File: src/rtl/rx_word_packer.sv
// rtl/rx_word_packer.sv - packs received bytes little-endian into words and queues them in a small FIFO
module rx_word_packer #(
  parameter int NB_DATA       = 8,
  parameter int NB_WORD       = 32,
  parameter int FIFO_DEPTH    = 4,
  parameter int TIMEOUT_TICKS = 1024
) (
  input  logic                          i_clk,
  input  logic                          i_reset,
  input  logic                          i_tick,
  input  logic [NB_DATA-1:0]            i_data,
  input  logic                          i_valid,
  input  logic                          i_flush,
  output logic [NB_WORD-1:0]            o_word,
  output logic                          o_word_valid,
  input  logic                          i_word_ready,
  output logic [$clog2(FIFO_DEPTH):0]   o_count,
  output logic                          o_drop,
  output logic                          o_timeout
);

  localparam int NB_BYTES = NB_WORD / NB_DATA;
  localparam int IDX_W    = (NB_BYTES > 1) ? $clog2(NB_BYTES) : 1;
  localparam int TMR_W    = $clog2(TIMEOUT_TICKS) + 1;
  localparam int PTR_W    = $clog2(FIFO_DEPTH);
  localparam int CNT_W    = PTR_W + 1;

  localparam logic [IDX_W-1:0] LAST_IDX = IDX_W'(NB_BYTES - 1);
  localparam logic [TMR_W-1:0] TMR_LAST = TMR_W'(TIMEOUT_TICKS - 1);
  localparam logic [CNT_W-1:0] FULL_CNT = CNT_W'(FIFO_DEPTH);

  typedef enum logic {IDLE, COLLECT} state_t;

  state_t             state_q, state_d;
  logic [IDX_W-1:0]   idx_q, idx_d;
  logic [TMR_W-1:0]   timer_q, timer_d;
  logic [NB_WORD-1:0] hold_q, hold_d;
  logic [NB_WORD-1:0] word_next;
  logic [NB_WORD-1:0] push_word;
  logic               push;
  logic               timeout_d, timeout_q;

  logic [NB_WORD-1:0] mem [FIFO_DEPTH];
  logic [PTR_W-1:0]   wr_ptr, rd_ptr;
  logic [CNT_W-1:0]   count_q;
  logic               full, pop, wr_en, drop_d, drop_q;

  // Held bytes with the incoming byte dropped into the current slot.
  always_comb begin
    word_next = hold_q;
    for (int k = 0; k < NB_BYTES; k++) begin
      if (idx_q == IDX_W'(k)) begin
        word_next[k*NB_DATA +: NB_DATA] = i_data;
      end
    end
  end

  always_comb begin
    state_d   = state_q;
    idx_d     = idx_q;
    timer_d   = timer_q;
    hold_d    = hold_q;
    push      = 1'b0;
    push_word = '0;
    timeout_d = 1'b0;
    if (i_flush) begin
      state_d = IDLE;
      idx_d   = '0;
      timer_d = '0;
      hold_d  = '0;
    end else if (i_valid) begin
      timer_d = '0;
      if (idx_q == LAST_IDX) begin
        push      = 1'b1;
        push_word = word_next;
        hold_d    = '0;
        idx_d     = '0;
        state_d   = IDLE;
      end else begin
        hold_d  = word_next;
        idx_d   = idx_q + IDX_W'(1);
        state_d = COLLECT;
      end
    end else if (state_q == COLLECT && i_tick) begin
      if (timer_q == TMR_LAST) begin
        timeout_d = 1'b1;
        hold_d    = '0;
        idx_d     = '0;
        timer_d   = '0;
        state_d   = IDLE;
      end else begin
        timer_d = timer_q + TMR_W'(1);
      end
    end
  end

  always_ff @(posedge i_clk or negedge i_reset) begin
    if (!i_reset) begin
      state_q   <= IDLE;
      idx_q     <= '0;
      timer_q   <= '0;
      hold_q    <= '0;
      timeout_q <= 1'b0;
    end else begin
      state_q   <= state_d;
      idx_q     <= idx_d;
      timer_q   <= timer_d;
      hold_q    <= hold_d;
      timeout_q <= timeout_d;
    end
  end

  // A push into a full FIFO still succeeds when the head leaves in the same cycle.
  assign full   = (count_q == FULL_CNT);
  assign pop    = (count_q != '0) && i_word_ready && !i_flush;
  assign wr_en  = push && (!full || pop);
  assign drop_d = push && full && !pop;

  always_ff @(posedge i_clk or negedge i_reset) begin
    if (!i_reset) begin
      wr_ptr  <= '0;
      rd_ptr  <= '0;
      count_q <= '0;
      drop_q  <= 1'b0;
    end else if (i_flush) begin
      wr_ptr  <= '0;
      rd_ptr  <= '0;
      count_q <= '0;
      drop_q  <= 1'b0;
    end else begin
      if (wr_en) wr_ptr <= wr_ptr + PTR_W'(1);
      if (pop)   rd_ptr <= rd_ptr + PTR_W'(1);
      case ({wr_en, pop})
        2'b10:   count_q <= count_q + CNT_W'(1);
        2'b01:   count_q <= count_q - CNT_W'(1);
        default: count_q <= count_q;
      endcase
      drop_q <= drop_d;
    end
  end

  always_ff @(posedge i_clk) begin
    if (wr_en) mem[wr_ptr] <= push_word;
  end

  assign o_word       = (count_q != '0) ? mem[rd_ptr] : '0;
  assign o_word_valid = (count_q != '0);
  assign o_count      = count_q;
  assign o_drop       = drop_q;
  assign o_timeout    = timeout_q;

endmodule

File: config.mk
export PLATFORM = sky130hd
export DESIGN_NAME = rx_word_packer
export DESIGN_NICKNAME = d
export VERILOG_FILES = /design/src/rtl/rx_word_packer.sv
export SDC_FILE = /design/constraint.sdc
export NUM_CORES = 1
export LEC_CHECK = 0
export BUFFER_PORTS_ARGS = -buffer_cell sky130_fd_sc_hd__buf_2
export CAP_MARGIN = 20
export CORE_ASPECT_RATIO = 0.9
export CORE_UTILIZATION = 61
export CTS_CLUSTER_DIAMETER = 200
export DETAILED_ROUTE_END_ITERATION = 8
export PLACE_DENSITY = 0.77
export SLEW_MARGIN = 25
export SYNTH_ARGS = -nofsm -noshare
export SYNTH_HDL_FRONTEND = slang
export SYNTH_SLANG_ARGS = --single-unit
export TNS_END_PERCENT = 50
File: constraint.sdc
create_clock -name i_clk -period 3.3 [get_ports i_clk]
set_input_delay 0.33 -clock i_clk [delete_from_list [all_inputs] [get_ports i_clk]]
set_output_delay 0.33 -clock i_clk [all_outputs]
set_load 0.01 [all_outputs]
==> results of run 1 <==
-- cell type report --
class | count | area [µm²] | share of cell area, %
multi-input combinational | 306 | 2535 | 28.94
sequential | 175 | 5021 | 57.32
clock buffer | 19 | 432.9 | 4.942
tap | 164 | 205.2 | 2.343
inverter | 30 | 112.6 | 1.286
timing repair buffer | 63 | 360.3 | 4.114
clock inverter | 11 | 92.59 | 1.057
-- metrics by stage --
step | instance area [µm²] | hold slack [ps] | std cells | power (mW) | worst slack [ps]
after floorplan | 7878 | 34.41 | 549 | 2.544 | 982.2
final | 8760 | 253.2 | 768 | 4.350 | 704.1
after global routing | 8760 | 262.1 | 768 | 4.479 | 577.5
after detailed placement | 8224 | 438.2 | 737 | 2.602 | 889.9
after CTS | 8760 | 240.8 | 768 | 4.376 | 641.2
after global placement | 8224 | 429.1 | 737 | 2.596 | 998.1
-- path summary, 6_finish.rpt --
path                                   from         end  slack (ps)  cells after the start
worst max-delay path              rd_ptr[0]  o_word[31]         700                      4
worst min-delay path                i_valid    idx_q[1]         250                      3
max in group asynchronous           i_reset  hold_q[10]        2060                      3
worst min register to register  timer_q[10]   o_timeout         510                      1
worst max register to register     idx_q[0]  o_count[1]         870                      8
min in group asynchronous           i_reset  hold_q[21]         510                      2
-- power groups by stage --
stage	clock network, mW	registers [mW]	logic (mW)
final	1.79	2.37	0.187
after global routing	1.90	2.37	0.205
after detailed placement	0	2.42	0.186
after CTS	1.82	2.37	0.188
after floorplan	0	2.41	0.131
after global placement	0	2.41	0.181
-- layer usage --
layer / vias to the layer above / wire length, µm / track usage, %
met1: 2349 / 6441 / 31.13
met4: 0 / 112 / 5.820
met2: 112 / 7593 / 39.71
met5: - / 0 / 0
li1: 2098 / - / -
met3: 11 / 678 / 5.965
-- placed cells by master, fill, tap and decap left out, drive strengths merged, types with 5 or more instances in the layout --
master / synthesis / final
dfrtp: 47 / 47
mux4: 32 / 32
nand2: 16 / 16
nor2: 34 / 34
ha: 9 / 9
and2: 47 / 47
xor2: 7 / 7
nand3: 5 / 5
o21ai: 31 / 31
clkinv: 0 / 6
clkbuf: 18 / 19
edfxtp: 128 / 128
nor3: 27 / 27
mux2i: 27 / 27
buf: 20 / 62
inv: 30 / 32
a21oi: 28 / 28
-- state kept, by name (all words and copies together) (netlist names) --
register and count:
hold_q 24, idx_q 2, mem 128, o_count 3, o_drop 1, o_timeout 1
rd_ptr 2, state_q 1, timer_q 11, wr_ptr 2
-- critical path: cells and delay by family (launching register included) --
kind	cells	cell delay, ps
DFF	1	710
muxes	1	540
buffers and inverters	2	410
and+or+nand+nor	1	180
-- synthesized netlist by cell type (all sizes together) (3+ instances only) --
library cell | n | share of area [%]
buf | 20 | 1.8
xor2 | 7 | 0.78
inv | 30 | 1.4
dfrtp | 47 | 15
mux2i | 27 | 3.4
nand2 | 16 | 0.76
ha | 9 | 1.4
or3 | 3 | 0.24
nand3b | 4 | 0.38
nand4 | 4 | 0.32
nor2 | 34 | 1.6
o21ai | 31 | 3.0
nand3 | 5 | 0.44
a21oi | 28 | 1.8
mux4 | 32 | 9.1
clkbuf | 18 | 0.89
and2 | 47 | 3.7
o211ai | 3 | 0.29
nor3 | 27 | 1.8
edfxtp | 128 | 49
-- logic make-up after synthesis --
| family | synth area share (%) |
|---|---|
| multiplexers | 12.72 |
| flip-flops | 63.72 |
| adder cells (fa/ha/maj) | 1.684 |
| XOR/XNOR | 0.8895 |
| AO/OA/AOI/OAI | 6.036 |
| buffers and inverters | 4.098 |
| AND/OR/NAND/NOR | 10.85 |
==> key figures, run 1 <==
Setup path
  – Worst Path Class, Setup: flop to primary output
  – Worst setup EP type: primary output
  – Worst path max stage delay: 710 ps
  – Critical-path maximum fanout: 21
  – Critical Path, Cell by Cell: buf_12 > mux4_2 > and2_1 > buf_2
  – CP startpoint kind: flop
  – Worst path arrival time: 2270 ps
  – Slowest CP cell: dfrtp_2
  – WP data required: 2970 ps

Timing
  – RSZ-0062 raised after global routing: no
  – Endpoints failing setup: 0
  – Clk_skew: 6.208 ps
  – Slew of the pin with the lowest slew margin: 961.1 ps
  – Max Slew Vio Count: 0
  – Hold Fails Final Rpt: 0
  – Setup TNS: 0 ps
  – Slew Limit Headroom: 35.93%
  – Max Clk Rate: 385.2 MHz
  – Tmin final: 2596 ps
  – Crit share post-route: 78.66%

Floorplanning
  – Initial Util: 62.33%
  – # rows: 39
  – DIE HEIGHT: 109.8 µm
  – Die Width: 121.8 µm
  – Core Area: 12640 µm²
  – Boundary pin count: 52
  – Die area: 13370 µm²

Clock network
  – Clk slew on worst S/H paths: 60 ps
  – Hold buffers post-CTS: 1
  – Clock tree buffer depth: 2
  – Clock insertion delay at the later pin of the skew report: 420 ps
  – Clock root buffer master: clkbuf_16
  – Sink Count: 175
  – Post-CTS Setup Repair Bufs: 0
  – Clock tree from TritonCTS: done
  – CTS resizes: 0
  – # H-tree levels: 4
  – CTS Buf Count: 17

Logic synthesis
  – Post-synthesis sequential area ratio: 63.72%
  – Dominant synthesized flop cell: edfxtp_1
  – Yosys warns: 0
  – Cell count after synthesis: 549
  – Net Count, Synth: 573
  – Syn avg cell area: 14.35 µm²
  – Fraction of registers with async set/reset: 26.86%
  – Syn Std Cell Area: 7878 µm²
  – Cell variety after synth: 54
  – #FFs+latches synth: 175
  – EDFF count, synth: 128

Power
  – Sw frac: 20.79%
  – Clk pwr share: 41.2%
  – Sw Pwr: 0.9042 mW
  – IR drop worst, VDD: 351.2 µV
  – Pleak: 3.316 nW
  – Internal: 3.446 mW
  – Logic pwr share: 4.3%
  – PD cells: 496.6 nW/µm²
  – Seq pwr share: 54.5%

Global route
  – First-pass GRT wire length: 22910 µm
  – Total track usage: 23.66%
  – Initial antenna violation count: 0
  – Number of global-route vias before repair: 4447
  – Global route overflow: 0
  – Largest net degree at the start of global routing: 35

Layout
  – Fill cells: 849
  – Number of diodes: 0
  – Nets: 617
  – Ratio of cells with drive above 1 in the final layout: 24.34%
  – Synth-to-layout area growth: 11.20%
  – Final Util: 69.31%

Drt
  – WL/cell: 19.30 µm
  – WL final: 14830 µm
  – Via density: 5.951
  – DR DRC count: 0
  – Antenna viol nets, final: 0
  – 1st-pass router iterations: 5
  – Vias: 4570
  – Number of DRC markers in iteration 0: 299

Place
  – RD Place Congestion: 0.8303
  – DP HPWL: 9293 µm
  – PortBufs: 51

Status
  – Status: finished clean

Worst hold path
  – Hold Path Class: input port to flop

Run
  – Max-cap viol count: 0
Power figures use the tool's default switching activity.
==> inputs of run 2 (changes only) <==
--- a/config.mk
+++ b/config.mk
@@ -8,10 +8,10 @@
 export BUFFER_PORTS_ARGS = -buffer_cell sky130_fd_sc_hd__buf_2
 export CAP_MARGIN = 20
 export CORE_ASPECT_RATIO = 0.9
-export CORE_UTILIZATION = 61
+export CORE_UTILIZATION = 54
 export CTS_CLUSTER_DIAMETER = 200
 export DETAILED_ROUTE_END_ITERATION = 8
-export PLACE_DENSITY = 0.77
+export PLACE_DENSITY = 0.72
 export SLEW_MARGIN = 25
 export SYNTH_ARGS = -nofsm -noshare
 export SYNTH_HDL_FRONTEND = slang
==> constraint.sdc (replaced) <==
create_clock -name i_clk -period 2.2 [get_ports i_clk]
set_input_delay 0.22 -clock i_clk [delete_from_list [all_inputs] [get_ports i_clk]]
set_output_delay 0.22 -clock i_clk [all_outputs]
set_load 0.01 [all_outputs]
==> key figures, run 2 (synthesis results as in run 1) <==
Worst hold path
  – Hold Startpoint: i_valid
  – Hold endpoint: idx_q[1]
  – Hold Path Class: input port to flop
  – Worst Hold Depth: 3

Timing
  – Clk_skew: 6.467 ps
  – Max Slew Vio Count: 0
  – Hold Fails Final Rpt: 0
  – Crit share post-route: 95.49%
  – Slew Limit Headroom: 58.21%
  – Max Clk Rate: 476.0 MHz
  – RSZ-0062 raised after global routing: yes
  – Tmin final: 2101 ps
  – Endpoints failing setup: 0
  – Slew of the pin with the lowest slew margin: 626.8 ps

Layout
  – Nets: 628
  – Fill cells: 1038
  – Ratio of cells with drive above 1 in the final layout: 26.58%
  – Number of diodes: 0
  – Most common cell after layout, fill and taps aside: edfxtp_1
  – Max reg flops: 128
  – Final Util: 63.75%
  – Most frequent cells in the layout: edfxtp_1 (128), buf_2 (51), dfrtp_1 (46), and2_1 (43), nor2_1 (34)
  – Biggest register: mem
  – Top Registers: mem x128, hold_q x24, timer_q x11
  – Synth-to-layout area growth: 14.17%
  – Post-route insts no fill: 810

Drt
  – WL met2: 7572 µm
  – Via density: 5.526
  – 1st-pass router iterations: 4
  – Vias: 4476
  – Highest routed layer: met4
  – Number of DRC markers in iteration 0: 269
  – WL met3: 672 µm
  – WL/cell: 18.17 µm
  – WL final: 14720 µm
  – DR DRC count: 0
  – Wl on met1: 6324 µm
  – Antenna viol nets, final: 0

Clock network
  – Clock root buffer master: clkbuf_16
  – Clock insertion delay at the later pin of the skew report: 420 ps
  – Sink Count: 175
  – CTS Buf Count: 17
  – Clock tree buffer depth: 2
  – Post-CTS Setup Repair Bufs: 0
  – Clk slew on worst S/H paths: 60 ps
  – # H-tree levels: 4
  – Clock tree from TritonCTS: done

Place
  – Placed cells: 777
  – DP HPWL: 9046 µm
  – RD Place Congestion: 0.7608
  – PortBufs: 51

Floorplanning
  – Initial Util: 55.84%
  – DIE HEIGHT: 116.6 µm
  – Core Area: 14110 µm²
  – Boundary pin count: 52
  – Die area: 15080 µm²
  – # rows: 41
  – Die Width: 129.3 µm

Setup path
  – CP startpoint kind: flop
  – Critical-path maximum fanout: 20
  – Buffers & Inverters on Critical Path: 2
  – WP data required: 1980 ps
  – Worst Path Class, Setup: flop to primary output
  – Critical Path, Cell by Cell: buf_12 > mux4_2 > and2_1 > buf_2
  – Worst path max stage delay: 530 ps
  – Worst path arrival time: 1880 ps
  – Slowest CP cell: mux4_2
  – Worst setup EP type: primary output
  – R2r setup slk: 140 ps
  – Reg-to-reg endpoint: o_count[1]
  – Reg2Reg Depth: 8
  – Largest delay share family, worst path: multiplexers
  – Reg2Reg Launch Point: o_count[2]

Power
  – Pleak: 3.406 nW
  – PD cells: 737.0 nW/µm²
  – IR drop worst, VDD: 496.9 µV

Status
  – Status: finished clean

Global route
  – Largest net degree at the start of global routing: 48
  – Global route overflow: 0
  – Total track usage: 21.82%
  – Initial antenna violation count: 0
  – Number of global-route vias before repair: 4500
  – First-pass GRT wire length: 23710 µm

Run
  – Max-cap viol count: 0
[run 2: final cells by class]
cell class | instances | area, µm² | share of cell area [%]
clock buffer | 19 | 432.9 | 4.814
clock inverter | 13 | 113.9 | 1.266
inverter | 30 | 112.6 | 1.252
multi-input combinational | 306 | 2546 | 28.31
sequential | 175 | 5021 | 55.83
tap | 193 | 241.5 | 2.685
timing repair buffer | 74 | 525.5 | 5.843
[run 2: worst max path at each step]
stage / from / endpoint / cells past startpoint
finish: rd_ptr[0] / o_word[8] / 4
global route: idx_q[0] / o_count[1] / 8
CTS: rd_ptr[0] / o_word[17] / 4
detailed placement: idx_q[0] / o_count[1] / 8
global placement: o_count[2] / o_count[2] / 7
floorplan: idx_q[0] / mem[2][0] / 5
[run 2: per-stage QoR]
| step | setup slack, ps | instance area, µm² | TNS [ps] | hold WS, ps | total power [mW] |
|---|---|---|---|---|---|
| final | 99.14 | 8994 | 0 | 141.6 | 6.628 |
| after global routing | -24.50 | 8994 | -24.50 | 144.1 | 6.819 |
| after CTS | 44.75 | 8984 | 0 | 119.8 | 6.678 |
| after detailed placement | 141.4 | 8423 | 0 | 356.4 | 3.918 |
| after global placement | 207.9 | 8423 | 0 | 351.8 | 3.910 |
| after floorplan | -59.59 | 7903 | -3906 | -75.59 | 3.816 |
[run 2: per-layer routing]
metal  global-route usage [%]  up-vias
met3                    5.131       10
met2                    36.70       91
met1                    27.48     2242
li1                         -     2133
met5                        0        -
met4                    8.941        0
[run 2: timing repair]
| item | in CTS | in global routing |
|---|---|---|
| hold buffers | 1 | 0 |
| pin swaps | 0 | 0 |
| gates resized for setup | 1 | 2 |
| endpoints found under the hold margin | 47 | 0 |
| setup endpoints to repair | 11 | 4 |
[run 2: report_power, final]
group	internal, mW	switching [mW]	leakage [nW]
Sequential	3.54	0.0172	1.97
Combinational	0.107	0.187	1.17
Clock	1.56	1.22	0.261
[run 2: worst register-to-register path: stages, from the launching register on]
cell and delay [ps]:
dfrtp_1 380, or3_1 400, nand2_2 100, nor3_1 70, fa_1 520, mux2i_1 70, a21oi_1 150, o31ai_1 100
a211oi_1 170
==> inputs of run 3 (changes only) <==
--- a/config.mk
+++ b/config.mk
@@ -7,12 +7,13 @@
 export LEC_CHECK = 0
 export BUFFER_PORTS_ARGS = -buffer_cell sky130_fd_sc_hd__buf_2
 export CAP_MARGIN = 20
+export CELL_PAD_IN_SITES_DETAIL_PLACEMENT = 2
+export CELL_PAD_IN_SITES_GLOBAL_PLACEMENT = 2
 export CORE_ASPECT_RATIO = 0.9
-export CORE_UTILIZATION = 54
+export CORE_UTILIZATION = 39
 export CTS_CLUSTER_DIAMETER = 200
 export DETAILED_ROUTE_END_ITERATION = 8
-export PLACE_DENSITY = 0.72
-export SLEW_MARGIN = 25
+export PLACE_DENSITY = 0.8
 export SYNTH_ARGS = -nofsm -noshare
 export SYNTH_HDL_FRONTEND = slang
 export SYNTH_SLANG_ARGS = --single-unit
==> key figures, run 3 (synthesis results as in run 1) <==
Global route
  – First-pass GRT wire length: 32880 µm
  – Initial antenna violation count: 0
  – Largest net degree at the start of global routing: 35
  – Global route overflow: 0
  – Number of global-route vias before repair: 5565
  – Total track usage: 21.62%

Place
  – DP HPWL: 13110 µm
  – Placed cell areas: 8529 µm²
  – RD Place Congestion: 0.7734
  – PortBufs: 51

Timing
  – Tmin final: 2198 ps
  – Worst hold slack: 151.5 ps
  – Slew of the pin with the lowest slew margin: 583.1 ps
  – Hold Fails Final Rpt: 0
  – Slew Limit Headroom: 61.13%
  – Max Clk Rate: 454.9 MHz
  – Max Slew Vio Count: 0
  – Endpoints failing setup: 0
  – Crit share post-route: 99.92%
  – RSZ-0062 raised after global routing: yes
  – Clk_skew: 11.29 ps

Floorplanning
  – DIE HEIGHT: 136.8 µm
  – # rows: 48
  – Core Area: 19460 µm²
  – Boundary pin count: 52
  – Initial Util: 40.48%
  – Die area: 20770 µm²
  – Die Width: 151.8 µm

Clock network
  – Clk slew on worst S/H paths: 70 ps
  – CTS Buf Count: 17
  – Clock root buffer master: clkbuf_16
  – Clock insertion delay at the later pin of the skew report: 440 ps
  – Clock tree from TritonCTS: done
  – Clock tree buffer depth: 2
  – Sink Count: 175
  – # H-tree levels: 4

Drt
  – Via density: 5.542
  – Antenna viol nets, final: 0
  – Number of DRC markers in iteration 0: 296
  – 1st-pass router iterations: 4
  – WL/cell: 24.40 µm
  – Vias: 4855
  – DR DRC count: 0
  – WL final: 21370 µm

Setup path
  – Worst path arrival time: 2520 ps
  – Reg2Reg Depth: 8
  – WP data required: 2530 ps
  – Worst Path Class, Setup: flop to flop
  – R2r setup slk: 2 ps
  – Reg-to-reg endpoint: o_count[1]
  – Reg2Reg Launch Point: o_count[1]
  – Crit. Startpoint: o_count[1]
  – Setup crit end: o_count[1]
  – Worst setup EP type: flop
  – Critical-path maximum fanout: 2
  – CP startpoint kind: flop

Layout
  – Area of all placed cells without fillers: 9284 µm²
  – Max reg flops: 128
  – Ratio of cells with drive above 1 in the final layout: 29.07%
  – Fill cells: 1861
  – Most frequent cells in the layout: edfxtp_1 (128), buf_2 (50), dfrtp_1 (46), and2_1 (42), nor2_1 (34)
  – Number of diodes: 0
  – Synth-to-layout area growth: 17.85%
  – Top Registers: mem x128, hold_q x24, timer_q x11
  – Biggest register: mem
  – Most common cell after layout, fill and taps aside: edfxtp_1
  – Nets: 637

Power
  – Pleak: 3.509 nW
  – PD cells: 753.3 nW/µm²
  – IR drop worst, VDD: 415.8 µV

Run
  – Max-cap viol count: 0

Worst hold path
  – Hold Path Class: input port to flop

Status
  – Status: finished clean
==> run 3: cell types whose count changed in the layout (fill, tap and decap cells not counted), sizes merged <==
| cell | previous run | this run |
|---|---|---|
| buf | 73 | 79 |
| inv | 33 | 38 |
| clkinv | 7 | 3 |
| clkbuf | 19 | 21 |
==> run 3: power breakdown <==
group          internal, mW  switching (mW)  total, mW
Sequential             3.53          0.0228       3.56
Clock                  1.66            1.44       3.10
Combinational         0.115           0.225      0.340
==> run 3: per-layer routing <==
| layer | share of wire, % | vias up | track usage (%) |
|---|---|---|---|
| met5 | 0 | - | 0 |
| met1 | 41 | 2568 | 25.06 |
| met2 | 54 | 114 | 40.03 |
| met3 | 3.2 | 24 | 4.433 |
| li1 | - | 2149 | - |
| met4 | 1.8 | 0 | 7.222 |
==> run 3: critical path: stages (launching register included) <==
cell and delay [ps]:
dfrtp_1 380, or3_4 410, nand2_4 90, nor3_1 60, fa_1 510, mux2i_1 80
a21oi_1 160, o31ai_1 130, a211oi_1 280
==> run 3: stage by stage <==
stage               power, mW  util [%]  std cells  worst slack (ps)  setup TNS [ps]
floorplan               3.816         -        549            -59.59           -3906
global placement        3.923     43.83        837             195.0               0
detailed placement      3.956     43.83        837             3.166               0
CTS                     7.052     47.09        870            -22.18          -49.41
global route            7.192     47.71        876            -88.34          -570.9
finish                  6.994     47.71        876             1.737               0
==> run 3: area by class of cell <==
cell class                      instances  area [µm²]  area share [%]
Clock buffer                           18       439.2           4.730
Clock inverter                         14       166.4           1.792
Multi-Input combinational cell        306        2562           27.60
Timing Repair Buffer                   83       669.4           7.210
Inverter                               30       112.6           1.213
Tap cell                              250       312.8           3.369
Sequential cell                       175        5021           54.08
==> run 3: worst min path at each step <==
stage	startpoint	end	slack [ps]	cells past startpoint
after detailed placement	i_reset	timer_q[3]	250	1
after CTS	i_valid	idx_q[1]	130	3
final	i_valid	idx_q[1]	150	3
after global routing	i_valid	idx_q[1]	160	3
after floorplan	i_reset	hold_q[0]	-80	0
after global placement	i_reset	timer_q[0]	250	1
==> run 3: what timing repair did <==
action,4_1_cts,5_1_grt
hold buffers,1,0
cloned,0,3
setup buffers,0,3
setup endpoints to repair,17,33
gates resized for setup,4,6
hold endpoints to repair,22,0
pin swaps,0,4
